## src/rtl/cache_snoop_ctrl.sv

```systemverilog
// L2-side snoop handler: answers upstream RD/RFO/INV snoops from a direct-mapped MESI array,
// recalling MIGRATED lines from L1 under a bounded wait, with a local fill port for installs.
module cache_snoop_ctrl #(
  parameter int ADDR_W   = 16,
  parameter int DATA_W   = 32,
  parameter int NUM_SETS = 16,
  parameter int TIMEOUT  = 64
) (
  input  logic              clk,
  input  logic              rst,
  input  logic              sureq_valid,
  output logic              sureq_ready,
  input  logic [1:0]        sureq_op,
  input  logic [ADDR_W-1:0] sureq_addr,
  output logic              sdrsp_valid,
  input  logic              sdrsp_ready,
  output logic [1:0]        sdrsp_rsp,
  output logic [DATA_W-1:0] sdrsp_data,
  output logic              cureq_valid,
  input  logic              cureq_ready,
  output logic [1:0]        cureq_op,
  output logic [ADDR_W-1:0] cureq_addr,
  input  logic              cdrsp_valid,
  output logic              cdrsp_ready,
  input  logic [1:0]        cdrsp_rsp,
  input  logic [DATA_W-1:0] cdrsp_data,
  input  logic              fill_valid,
  output logic              fill_ready,
  input  logic [ADDR_W-1:0] fill_addr,
  input  logic [2:0]        fill_state,
  input  logic [DATA_W-1:0] fill_data,
  output logic              busy
);
  // state       | meaning
  // IDLE        | accept a snoop, or a fill when no snoop is offered
  // ALLOCATE    | look up the indexed line, decide hit / recall
  // INIT_CUREQ  | offer the recall to L1 until accepted
  // WAIT_CDRSP  | wait for the L1 recall data, bounded by TIMEOUT
  // UPDATE      | form the response and apply the line state change
  // SEND_RSP    | hold the response until the upstream accepts it

  localparam int IDX_W = $clog2(NUM_SETS);
  localparam int TAG_W = ADDR_W - IDX_W;
  localparam int CNT_W = $clog2(TIMEOUT);

  localparam logic [2:0] LS_INVALID  = 3'b000;
  localparam logic [2:0] LS_SHARED   = 3'b101;
  localparam logic [2:0] LS_MIGRATED = 3'b111;

  localparam logic [1:0] OP_RD  = 2'b00;
  localparam logic [1:0] OP_RFO = 2'b01;
  localparam logic [1:0] OP_BAD = 2'b11;

  localparam logic [1:0] RSP_OKAY  = 2'b00;
  localparam logic [1:0] RSP_INV   = 2'b01;
  localparam logic [1:0] RSP_ERROR = 2'b10;

  typedef enum logic [2:0] {
    S_IDLE       = 3'b000,
    S_ALLOCATE   = 3'b001,
    S_INIT_CUREQ = 3'b010,
    S_WAIT_CDRSP = 3'b011,
    S_UPDATE     = 3'b110,
    S_SEND_RSP   = 3'b111
  } fsm_t;

  logic [TAG_W-1:0]  tag_mem  [NUM_SETS];
  logic [2:0]        st_mem   [NUM_SETS];
  logic [DATA_W-1:0] data_mem [NUM_SETS];

  fsm_t              state;
  logic [1:0]        op_q;
  logic [ADDR_W-1:0] addr_q;
  logic              hit_q;
  logic              err_q;
  logic [DATA_W-1:0] line_q;
  logic [1:0]        rsp_q;
  logic [DATA_W-1:0] rsp_data_q;
  logic [CNT_W-1:0]  cnt;

  logic [IDX_W-1:0]  idx_q;
  logic [TAG_W-1:0]  tag_q;
  logic [IDX_W-1:0]  fill_idx;
  logic              line_hit;
  logic              fill_fire;
  logic              line_wr;

  assign idx_q     = addr_q[IDX_W-1:0];
  assign tag_q     = addr_q[ADDR_W-1:IDX_W];
  assign fill_idx  = fill_addr[IDX_W-1:0];
  assign line_hit  = st_mem[idx_q][0] && (tag_mem[idx_q] == tag_q);
  assign fill_fire = fill_valid && fill_ready;
  // Keep the (possibly recalled) line data once the snoop has been answered from it.
  assign line_wr   = !rst && (state == S_UPDATE) && hit_q && !err_q;

  always_ff @(posedge clk) begin
    if (fill_fire) begin
      tag_mem[fill_idx]  <= fill_addr[ADDR_W-1:IDX_W];
      data_mem[fill_idx] <= fill_data;
    end else if (line_wr) begin
      data_mem[idx_q] <= line_q;
    end
  end

  always_ff @(posedge clk) begin
    if (rst) begin
      state      <= S_IDLE;
      op_q       <= '0;
      addr_q     <= '0;
      hit_q      <= 1'b0;
      err_q      <= 1'b0;
      line_q     <= '0;
      rsp_q      <= '0;
      rsp_data_q <= '0;
      cnt        <= '0;
      for (int i = 0; i < NUM_SETS; i++) st_mem[i] <= LS_INVALID;
    end else begin
      case (state)
        S_IDLE: begin
          if (sureq_valid) begin
            op_q   <= sureq_op;
            addr_q <= sureq_addr;
            state  <= S_ALLOCATE;
          end else if (fill_valid) begin
            st_mem[fill_idx] <= fill_state;
          end
        end
        S_ALLOCATE: begin
          hit_q  <= line_hit;
          line_q <= data_mem[idx_q];
          err_q  <= (op_q == OP_BAD);
          if (op_q != OP_BAD && line_hit && st_mem[idx_q] == LS_MIGRATED) state <= S_INIT_CUREQ;
          else                                                            state <= S_UPDATE;
        end
        S_INIT_CUREQ: begin
          if (cureq_ready) begin
            cnt   <= '0;
            state <= S_WAIT_CDRSP;
          end
        end
        S_WAIT_CDRSP: begin
          cnt <= cnt + 1'b1;
          if (cdrsp_valid) begin
            if (cdrsp_rsp == 2'b00) line_q <= cdrsp_data;
            else                    err_q  <= 1'b1;
            state <= S_UPDATE;
          end else if (cnt == CNT_W'(TIMEOUT - 1)) begin
            err_q <= 1'b1;
            state <= S_UPDATE;
          end
        end
        S_UPDATE: begin
          state <= S_SEND_RSP;
          if (err_q) begin
            rsp_q      <= RSP_ERROR;
            rsp_data_q <= '0;
          end else if (!hit_q) begin
            rsp_q      <= RSP_OKAY;
            rsp_data_q <= '0;
          end else begin
            case (op_q)
              OP_RD: begin
                rsp_q         <= RSP_OKAY;
                rsp_data_q    <= line_q;
                st_mem[idx_q] <= LS_SHARED;
              end
              OP_RFO: begin
                rsp_q         <= RSP_INV;
                rsp_data_q    <= line_q;
                st_mem[idx_q] <= LS_INVALID;
              end
              default: begin
                rsp_q         <= RSP_INV;
                rsp_data_q    <= '0;
                st_mem[idx_q] <= LS_INVALID;
              end
            endcase
          end
        end
        S_SEND_RSP: begin
          if (sdrsp_ready) state <= S_IDLE;
        end
        default: state <= S_IDLE;
      endcase
    end
  end

  // Every output is forced low while rst is asserted, whatever state the FSM was in.
  assign sureq_ready = !rst && (state == S_IDLE);
  assign fill_ready  = !rst && (state == S_IDLE) && !sureq_valid;
  assign busy        = !rst && (state != S_IDLE);
  assign cureq_valid = !rst && (state == S_INIT_CUREQ);
  assign cureq_op    = cureq_valid ? op_q : '0;
  assign cureq_addr  = cureq_valid ? addr_q : '0;
  assign cdrsp_ready = !rst && (state == S_WAIT_CDRSP);
  assign sdrsp_valid = !rst && (state == S_SEND_RSP);
  assign sdrsp_rsp   = sdrsp_valid ? rsp_q : '0;
  assign sdrsp_data  = sdrsp_valid ? rsp_data_q : '0;

endmodule

```

## config.mk

```make
export PLATFORM = sky130hd
export DESIGN_NAME = cache_snoop_ctrl
export DESIGN_NICKNAME = d
export VERILOG_FILES = /design/src/rtl/cache_snoop_ctrl.sv
export SDC_FILE = /design/constraint.sdc
export NUM_CORES = 1
export LEC_CHECK = 0
export CORE_AREA = 3 3 279 281
export CTS_CLUSTER_DIAMETER = 40
export DETAILED_ROUTE_END_ITERATION = 7
export DIE_AREA = 0 0 282 284
export GPL_ROUTABILITY_DRIVEN = 1
export PLACE_DENSITY_LB_ADDON = 0.25
export SETUP_SLACK_MARGIN = 0.2
export SLEW_MARGIN = 15
export SYNTH_ARGS = -nofsm -noshare
export SYNTH_HDL_FRONTEND = slang
export SYNTH_SLANG_ARGS = --single-unit
```

## constraint.sdc

```tcl
create_clock -name clk -period 6 [get_ports clk]
set_clock_uncertainty 0.15 [all_clocks]
set_input_delay 0.9 -clock clk [delete_from_list [all_inputs] [get_ports clk]]
set_output_delay 0.9 -clock clk [all_outputs]
set_load 0.01 [all_outputs]
```

# ---- Yosys cells after proc, flatten, opt, wreduce, memory -nomap -nowiden
# Memories as Yosys holds them, arrays and structs flattened. A register that Yosys moved wholly into a read port is not among the register bits.
# Cells that the tools add are included.
dict set report classes {
  add_sub_neg 1
  eq_ne 18
  mux 73
  bitwise_logic 2
  n_reduce_logical 31
}
# operator n
set ops {}
lappend ops {{$mux 32} 7}
lappend ops {{$pmux 32 s2} 1}
lappend ops {{$mux 1} 38}
lappend ops {{$mux 4} 9}
lappend ops {{$reduce_or 32->1} 1}
lappend ops {{$mux 3} 10}
lappend ops {{$pmux 3 s6} 1}
lappend ops {{$mux 16} 1}
lappend ops {{$logic_and 1x1->1} 13}
lappend ops {{$eq 12x12->1} 1}
lappend ops {{$ne 2x2->1 const B} 6}
lappend ops {{$pmux 6 s2} 1}
lappend ops {{$eq 3x3->1 const B} 3}
lappend ops {{$add 6x1->6 const B} 1}
lappend ops {{$eq 3x2->1 const B} 2}
lappend ops {{$eq 6x6->1 const B} 1}
lappend ops {{$mux 2} 3}
lappend ops {{$mux 6} 1}
lappend ops {{$ne 3x3->1 const B} 2}
lappend ops {{$reduce_and 3->1} 2}
lappend ops {{$reduce_or 3->1} 2}
lappend ops {{$logic_not 2->1} 2}
lappend ops {{$reduce_and 2->1} 2}
lappend ops {{$reduce_and 4->1} 1}
lappend ops {{10 further kinds} 14}
dict set report word_totals {
  regBits 95
  ramBits 752
  inputBits 110
  out_inout_bits 58
  n_memories 3
}
# name words width rd rd_ports_with_merged_regs wr line
set memory_table {}
lappend memory_table {data_mem 16 32 1 1 1 69} ;# logic [DATA_W-1:0] data_mem [NUM_SETS];
lappend memory_table {tag_mem 16 12 1 1 1 67} ;# logic [TAG_W-1:0] tag_mem [NUM_SETS];
lappend memory_table {st_mem 16 3 1 1 16 68} ;# logic [2:0] st_mem [NUM_SETS];

# ---- Longest topological paths before layout
dict set report depth {
  word_depth 11
  depth_mapped 12
}

# ---- Worst setup path before layout
# Ideal clock, no wire load.
dict set report synth_timing {
  path_type {input port to flip-flop}
  startpoint {in rst}
  endpoint {mem data_mem[0][0] (enable)}
  setup_ps 387
  arrival_ps 3034
  t_required_ps 5463
  setup_slack_ps 2429
  cell_stages 7
  path_cell_list {nor4_1 and2b_1 nand2_1 or3_1 o31ai_1 nand2_1 inv_1}
}
dict set report synth_via {
  word_cells_on_any_way 15
  cone_classes {mux (7); reduce/logical (8)}
}
# element line
set synth_lines {}
lappend synth_lines {{start: declaration} 10} ;# input logic rst,
lappend synth_lines {{$logic_not 1->1 (*)} 190} ;# assign fill_ready = !rst && (state == S_IDLE) && !sureq_valid;
lappend synth_lines {{$logic_and 1x1->1 (*) (2 in a row)} 190}
lappend synth_lines {{via fill_ready} 28} ;# output logic fill_ready,
lappend synth_lines {{$logic_and 1x1->1 (*)} 92} ;# assign fill_fire = fill_valid && fill_ready;
lappend synth_lines {{$mux 1} 97} ;# if (fill_fire) begin
lappend synth_lines {{$mux 1 (not written as such)} 101} ;# data_mem[idx_q] <= line_q;
lappend synth_lines {{$reduce_or 32->1 (no line)} -}
lappend synth_lines {{$mux 4 (no line) or $mux 1 (tied branches)} -}
lappend synth_lines {{end: declaration} 69}
# The timed path passes the listed nets; every way through them passes the cells marked *.

# ---- Worst setup path after layout
dict set report layout_timing {
  startpoint {reg state[1]}
  endpoint {mem data_mem[6][1] (enable)}
}
dict set report layout_via {
  elab_chain_cells 9
  word_cells_on_any_way 16
  cone_classes {eq/ne (1); mux (7); reduce/logical (8)}
}
# element line
set layout_lines {}
lappend layout_lines {{start: declaration} 71} ;# fsm_t state;
lappend layout_lines {{start signal: assignment} 107} ;# state <= S_IDLE;
lappend layout_lines {{start signal: assignment} 123} ;# state <= S_ALLOCATE;
lappend layout_lines {{start signal: assignment} 132} ;# if (op_q != OP_BAD && line_hit && st_mem[idx_q] == LS_MIGRATED) state <= S_INIT_CUREQ;
lappend layout_lines {{$eq 3x3->1} 94} ;# assign line_wr = !rst && (state == S_UPDATE) && hit_q && !err_q;
lappend layout_lines {{$logic_and 1x1->1 (3 in a row)} 94}
lappend layout_lines {{$mux 1} 100} ;# end else if (line_wr) begin
lappend layout_lines {{$mux 1} 97}
lappend layout_lines {{$mux 1 (not written as such)} 101}
lappend layout_lines {{$reduce_or 32->1 (no line)} -}
lappend layout_lines {{$mux 4 (no line) or $mux 1 (tied branches)} -}
# Parallel ways exist; a longest one is shown, timed or not.

==> impl_metrics.yaml <==
outcome:
  status: "finished, final reports clean"
logic_synthesis:
  ys.flop_type: "edfxtp_1"
  synth.avg_cell_area_sq_um: 17.5
  synth_mux_area_share_pct: 14.9
  synth_compound_area_share_pct: 3.26
  synth_simple_gate_area_share_pct: 7.01
  synth_edf_count: 752
  synth_top_family_by_area: "multiplexers"
  yosysUniqueCellTypes: 61
  synth_seq_area_share_pct: 72.6
  netlist_area_sq_um: 33900
  synthAdderAreaFrac_pct: 0.0370
  syn_nets: 2042
  synth-xor-area-share_pct: 0.336
  ys_ff_latch: 851
  netlist_instances: 1931
  synth_warnings: 0
  synthArstFlopShare_pct: 0
timing:
  fin_tns_setup_ns: 0
  rsz0062_at_grt: "no"
  drv_slew: 0
  min_period_ns: 4.42
  fmax_mhz: 226
  timing.final.crit_share_pct: 73.7
  max-slew-margin-rel_pct: 23.9
  worstMarginPinSlew_ns: 1.14
  final-hold-violation-count: 0
  setup_viol_count_final: 0
cells_and_area:
  final_cells: 3199
  drive_gt1_share_pct: 20.8
  nFillCells: 5879
  fin_nets: 2234
  diodes: 0
  area.growth.synth_to_final_pct: 19.0
global_route:
  grt_pass1_wl_um: 121000
  grt-ovfl-total: 0
  grt_max_degree: 134
  grt_pass1_vias: 19047
  grt_use_total_pct: 20.4
  antenna_found_initial: 0
setup_path:
  cp_max_fo: 32
  worstPathArrival_ns: 4.51
  reg2regPathDepth: 7
  endpoint_kind: "flop"
  worst_setup_path_start_kind: "flop"
  rr_startpoint: "state[1]"
  critPathKind: "flop to flop"
  crit_start: "state[1]"
  required_ns: 6.09
min_path:
  hold_depth: 2
  min_path_type: "flop to flop"
  min_from: "rsp_q[0]"
route:
  num_vias: 18504
  routed_wirelength_um: 80800
  routed_via_density: 5.78
  drt_iter0_markers: 1817
  dr.pass1.iters: 7
  drc: 0
  routedWlPerCell_um: 25.3
  ant_nets: 0
job:
  drv_cap: 0
clock_tree:
  clock_latency_ns: 0.67
  cts_tree: "done"
  numCtsBuffers: 112
  cts-root-buf: "clkbuf_16"
  cts_sinks: 851
  cts_hold_buf: 0
  clk_pin_slew_ns: 0.05
  cts-resized-gates: 0
  clock_path_buffers: 3
  cts_setup_buffers: 0
  h-tree-depth: 3
die:
  core_sq_um: 75700
  die_x_um: 282
  die_h_um: 284
  die-area_sq_um: 80100
  rows: 101
  initial_core_util_pct: 44.7
  boundaryPins: 168
pwr:
  power_mw: 15.5
  power_density_nw_per_um2: 386
  leakagePower_nw: 13.0
  worst_ir_drop_vdd_uv: 227
placed_design:
  gp_congestion: 0.800
  placedCellCount: 2987
  io_buffer_count: 167
  dp_hpwl_um: 47400
==> worst max-delay path, cell delays in order, from the launching register on <==
cell and delay, ns:
dfxtp_1 0.71, nand3b_2 0.14, or3b_2 0.58, nor2_4 0.58
nand2_1 0.12, o21ai_0 0.60, nand2_1 0.28, inv_2 0.81
==> synthesized netlist by cell type, types with 2 or more instances <==
library cell	number	share of area, %
a31oi_1	4	0.074
o21ai_0	20	0.30
dfxtp_1	99	5.9
nand4_1	7	0.13
mux4_1	6	0.47
edfxtp_1	752	67
nand3_1	15	0.22
a211oi_1	3	0.067
o2111ai_1	3	0.078
nor2b_1	6	0.11
o211ai_1	6	0.13
buf_1	8	0.089
nand3b_1	4	0.089
and2_1	55	1.0
a22oi_1	34	0.75
a311oi_1	35	0.91
buf_4	6	0.13
xor2_1	7	0.18
xnor2_1	6	0.16
nor4_1	3	0.055
a21oi_1	29	0.43
or3_1	2	0.037
nor2_1	145	1.6
mux4_2	203	14
mux2_2	2	0.067
inv_1	20	0.22
a21oi_2	2	0.052
clkbuf_1	59	0.65
nand2b_1	28	0.52
nand2_1	245	2.7
buf_2	35	0.52
mux2i_1	29	0.86
nor4b_1	2	0.052
nor3_1	10	0.15
o32a_1	2	0.059
buf_6	7	0.23
o31a_1	2	0.052
and3_1	2	0.037
and2b_1	2	0.044
o31ai_1	3	0.067
nand4b_1	3	0.078
==> power breakdown <==
| group | internal (mW) | switching [mW] | leakage [nW] |
|---|---|---|---|
| Clock | 4.00 | 2.64 | 1.83 |
| Sequential | 6.63 | 0.270 | 7.63 |
| Combinational | 0.932 | 1.08 | 3.50 |
| Total | 11.6 | 3.99 | 13.0 |
==> worst paths after layout <==
check / endpoint / slack, ns
min reg2reg: rsp_q[0] / 0.33
max reg2reg: data_mem[6][1] / 1.58
min: rsp_q[0] / 0.33
max: data_mem[6][1] / 1.58
==> cells by family after synthesis <==
kind of cell | Yosys count
buf+inv | 137
mux | 240
simple gates | 535
compound gates | 154
fa+ha+maj | 1
xor+xnor | 13
flops | 851
==> cell usage in the layout (no fill, tap or decap), types with 13 or more instances in the layout <==
cell type | synthesis | routed
edfxtp_1 | 752 | 752
nand2_1 | 245 | 244
mux4_2 | 203 | 203
clkdlybuf4s50_1 | 0 | 166
nor2_1 | 145 | 138
clkbuf_16 | 0 | 115
dfxtp_1 | 99 | 96
and2_1 | 55 | 54
a311oi_1 | 35 | 35
a22oi_1 | 34 | 34
mux2i_1 | 29 | 29
nand2b_1 | 28 | 28
a21oi_1 | 29 | 28
buf_4 | 6 | 26
o21ai_0 | 20 | 20
inv_2 | 1 | 17
inv_6 | 0 | 16
nand3_1 | 15 | 15
clkinv_1 | 0 | 15
clkinv_4 | 0 | 13
clkinv_2 | 0 | 13
==> layer usage <==
metal  global-route usage (%)  vias to the layer above  wire, um
met5                        0                        -         0
met2                     32.1                      674     38800
met1                     29.6                     9726     35300
met4                     5.59                        0      1350
li1                         -                     8000         -
met3                     3.46                      104      5310
==> flip-flops by register name, summed over array words and instances (netlist names), named ones only <==
| signal | count |
|---|---|
| data_mem | 512 |
| tag_mem | 192 |
| st_mem | 48 |
| line_q | 32 |
| rsp_data_q | 32 |
| addr_q | 16 |
| cnt | 6 |
| state | 3 |
| op_q | 2 |
| rsp_q | 2 |
| err_q | 1 |
| hit_q | 1 |
==> through the flow <==
step                hold WS, ns  area, sq um  utilization [%]  setup slack, ns
detailed placement        0.319        36500             48.2             1.66
global route              0.373        40300             53.2             1.26
finish                    0.331        40300             53.2             1.58
CTS                       0.336        40300             53.2             1.62
global placement          0.319        36500             48.2             1.76
floorplan                 0.295        33900                -             2.43
==> area by class of cell <==
class                      instances  area (sq um)  area share, %
clock buffer                     125          2920           7.24
clock inverter                    87           888           2.20
inverter                          21          78.8          0.196
multi-input combinational        943          8720           21.6
sequential                       851         24600           61.0
tap                              978          1220           3.04
timing repair buffer             194          1900           4.71
Note: power is estimated with default switching activity, not from simulation.
==> edit, RTL diff (same flow settings) <==
The 6 states of `fsm_t` get a one-hot encoding in 6 bits.
--- a/src/rtl/cache_snoop_ctrl.sv
+++ b/src/rtl/cache_snoop_ctrl.sv
@@ -55,13 +55,13 @@
   localparam logic [1:0] RSP_INV   = 2'b01;
   localparam logic [1:0] RSP_ERROR = 2'b10;
 
-  typedef enum logic [2:0] {
-    S_IDLE       = 3'b000,
-    S_ALLOCATE   = 3'b001,
-    S_INIT_CUREQ = 3'b010,
-    S_WAIT_CDRSP = 3'b011,
-    S_UPDATE     = 3'b110,
-    S_SEND_RSP   = 3'b111
+  typedef enum logic [5:0] {
+    S_IDLE       = 6'b000001,
+    S_ALLOCATE   = 6'b000010,
+    S_INIT_CUREQ = 6'b000100,
+    S_WAIT_CDRSP = 6'b001000,
+    S_UPDATE     = 6'b010000,
+    S_SEND_RSP   = 6'b100000
   } fsm_t;
 
   logic [TAG_W-1:0]  tag_mem  [NUM_SETS];
Behaviour: same outputs for any inputs over 4 cycles, from zero or initial values and one cycle with rst high; so few cycles prove little.
==> edit against the original RTL <==
Hold slack got worse by 0.042 ns; synthesized cell count grew 0.52%; cell area up 0.72%; setup slack lost 0.13 ns; routed wire length grew 0.70%; first-iteration DRC count decreased by 9.7%; synthesized area barely moved; critical path depth increased by 2; global-route usage grew 0.052 points; sequential cell count up 3; critical endpoint is now data_mem[10][8]; largest cell class unchanged.
Power is not compared: it rests on default switching activity, and its combinational part moved more than twofold at a synthesized area within 25%.
==> edit: results (changes against the original RTL) <==
First-pass GRT wire length - 122 mm (+0.59%)
Final net count - 2,263 (+1.3%)
Setup crit end - data_mem[10][8]
GPL Wtd Cong - 0.812 (+1.5%)
Pre-CTS setup slack - 1.24 ns (-0.424 ns)
Final instance area - 40,600 um^2 (+0.72%)
Dpl cells - 3,015 (+0.94%)
Synth top area cells - edfxtp_1, mux4_2, dfxtp_1
Status - complete, no violations
Fraction of area in multi-input gates - 0.215 (-0.00136)
Netlist cell types - 59 (-3.3%)
Layout cell share with drive strength beyond 1 - 0.202 (-0.00570)
Inverters - 20 (-4.8%)
Register bit count reported by yosys - 854 (+0.35%)
Iteration-0 DRC Markers - 1,641 (-9.7%)
Non-clock buffer share - 0.0492 (+0.00213)
Hold_ws - 0.289 ns (-0.0419 ns)
# diodes - 1 (+1)
# fillers - 5,831 (-0.82%)
Reg2reg start - state[3]
Period utilization - 0.759 (+0.0219)
Max incr delay on CP - 0.89 ns (+0.08 ns)
R2R depth - 9 (+2)
Wire per inst - 25.2 um (-0.20%)
CP max FO - 19 (-41%)
Setup Fix Bufs, Post-CTS - 0 (unchanged)
Gr usage total - 0.204 (+0.000521)
Arrival @ worst endpoint - 4.74 ns (+0.23 ns)
Sequential area share after synthesis - 0.727 (+0.00140)
Total CTS buffers - 113 (+0.89%)
Syn_nets - 2,052 (+0.49%)
Via count - 18,500 (+0.081%)
Multi-input combinational cell count - 957 (+1.5%)
Clock share of power - 0.481
Hold Violations, Final - 0 (unchanged)
Mean Syn Cell Area - 17.5 um^2 (-0.46%)
Number of global-route vias before repair - 18,900 (-0.54%)
Seq. cell area - 24,600 um^2 (+0.24%)
Worst-Margin Slew - 1.06 ns (-0.0823 ns)
Top cells by count, synth - edfxtp_1, nand2_1, mux4_2
Critical path's slowest cell - nor3b_1
Drt pass-1 iters - 5 (-2)
Clk buf depth - 3 (unchanged)
Final std cells w/o fill - 3,228 (+0.91%)
Post-DP Area - 36,700 um^2 (+0.45%)
Post-DP HPWL - 50.6 mm (+6.8%)
Layout clock buffers - 130 (+4.0%)
Critical Path Start - state[3]
Clk tree area frac - 0.0967 (+0.00232)
Initial antenna violation count - 2 (+2)
Non-Clock Buffer Count - 206 (+6.2%)
-- edit: cell count changes after synthesis, sizes merged, moves of 11 or more --
cell | before | now
nor2 | 145 | 121
a22oi | 34 | 7
a22o | 0 | 32
nand2b | 28 | 11
nand2 | 245 | 277
mux4 | 209 | 198
-- edit: per-layer routing --
metal,vias to the layer above,GRT usage,part of all wire
li1,8058,-,-
met1,9720,0.286,0.42
met2,618,0.334,0.50
met3,121,0.0371,0.063
met4,2,0.0516,0.017
met5,-,0,0.00016
-- edit: tightest hold or removal path: stages (launching register included) --
cell     delay (ns)
dfxtp_1        0.30
nand2_1        0.05
nand2_1        0.04
-- edit: kinds of logic after synthesis --
| group | Yosys count | share of synthesized area |
|---|---|---|
| simple gates | 532 | 0.0688 |
| mux | 242 | 0.146 |
| flops | 854 | 0.727 |
| xor+xnor | 18 | 0.00465 |
| buf+inv | 130 | 0.0177 |
| compound gates | 164 | 0.0354 |
| fa+ha+maj | 1 | 0.000369 |
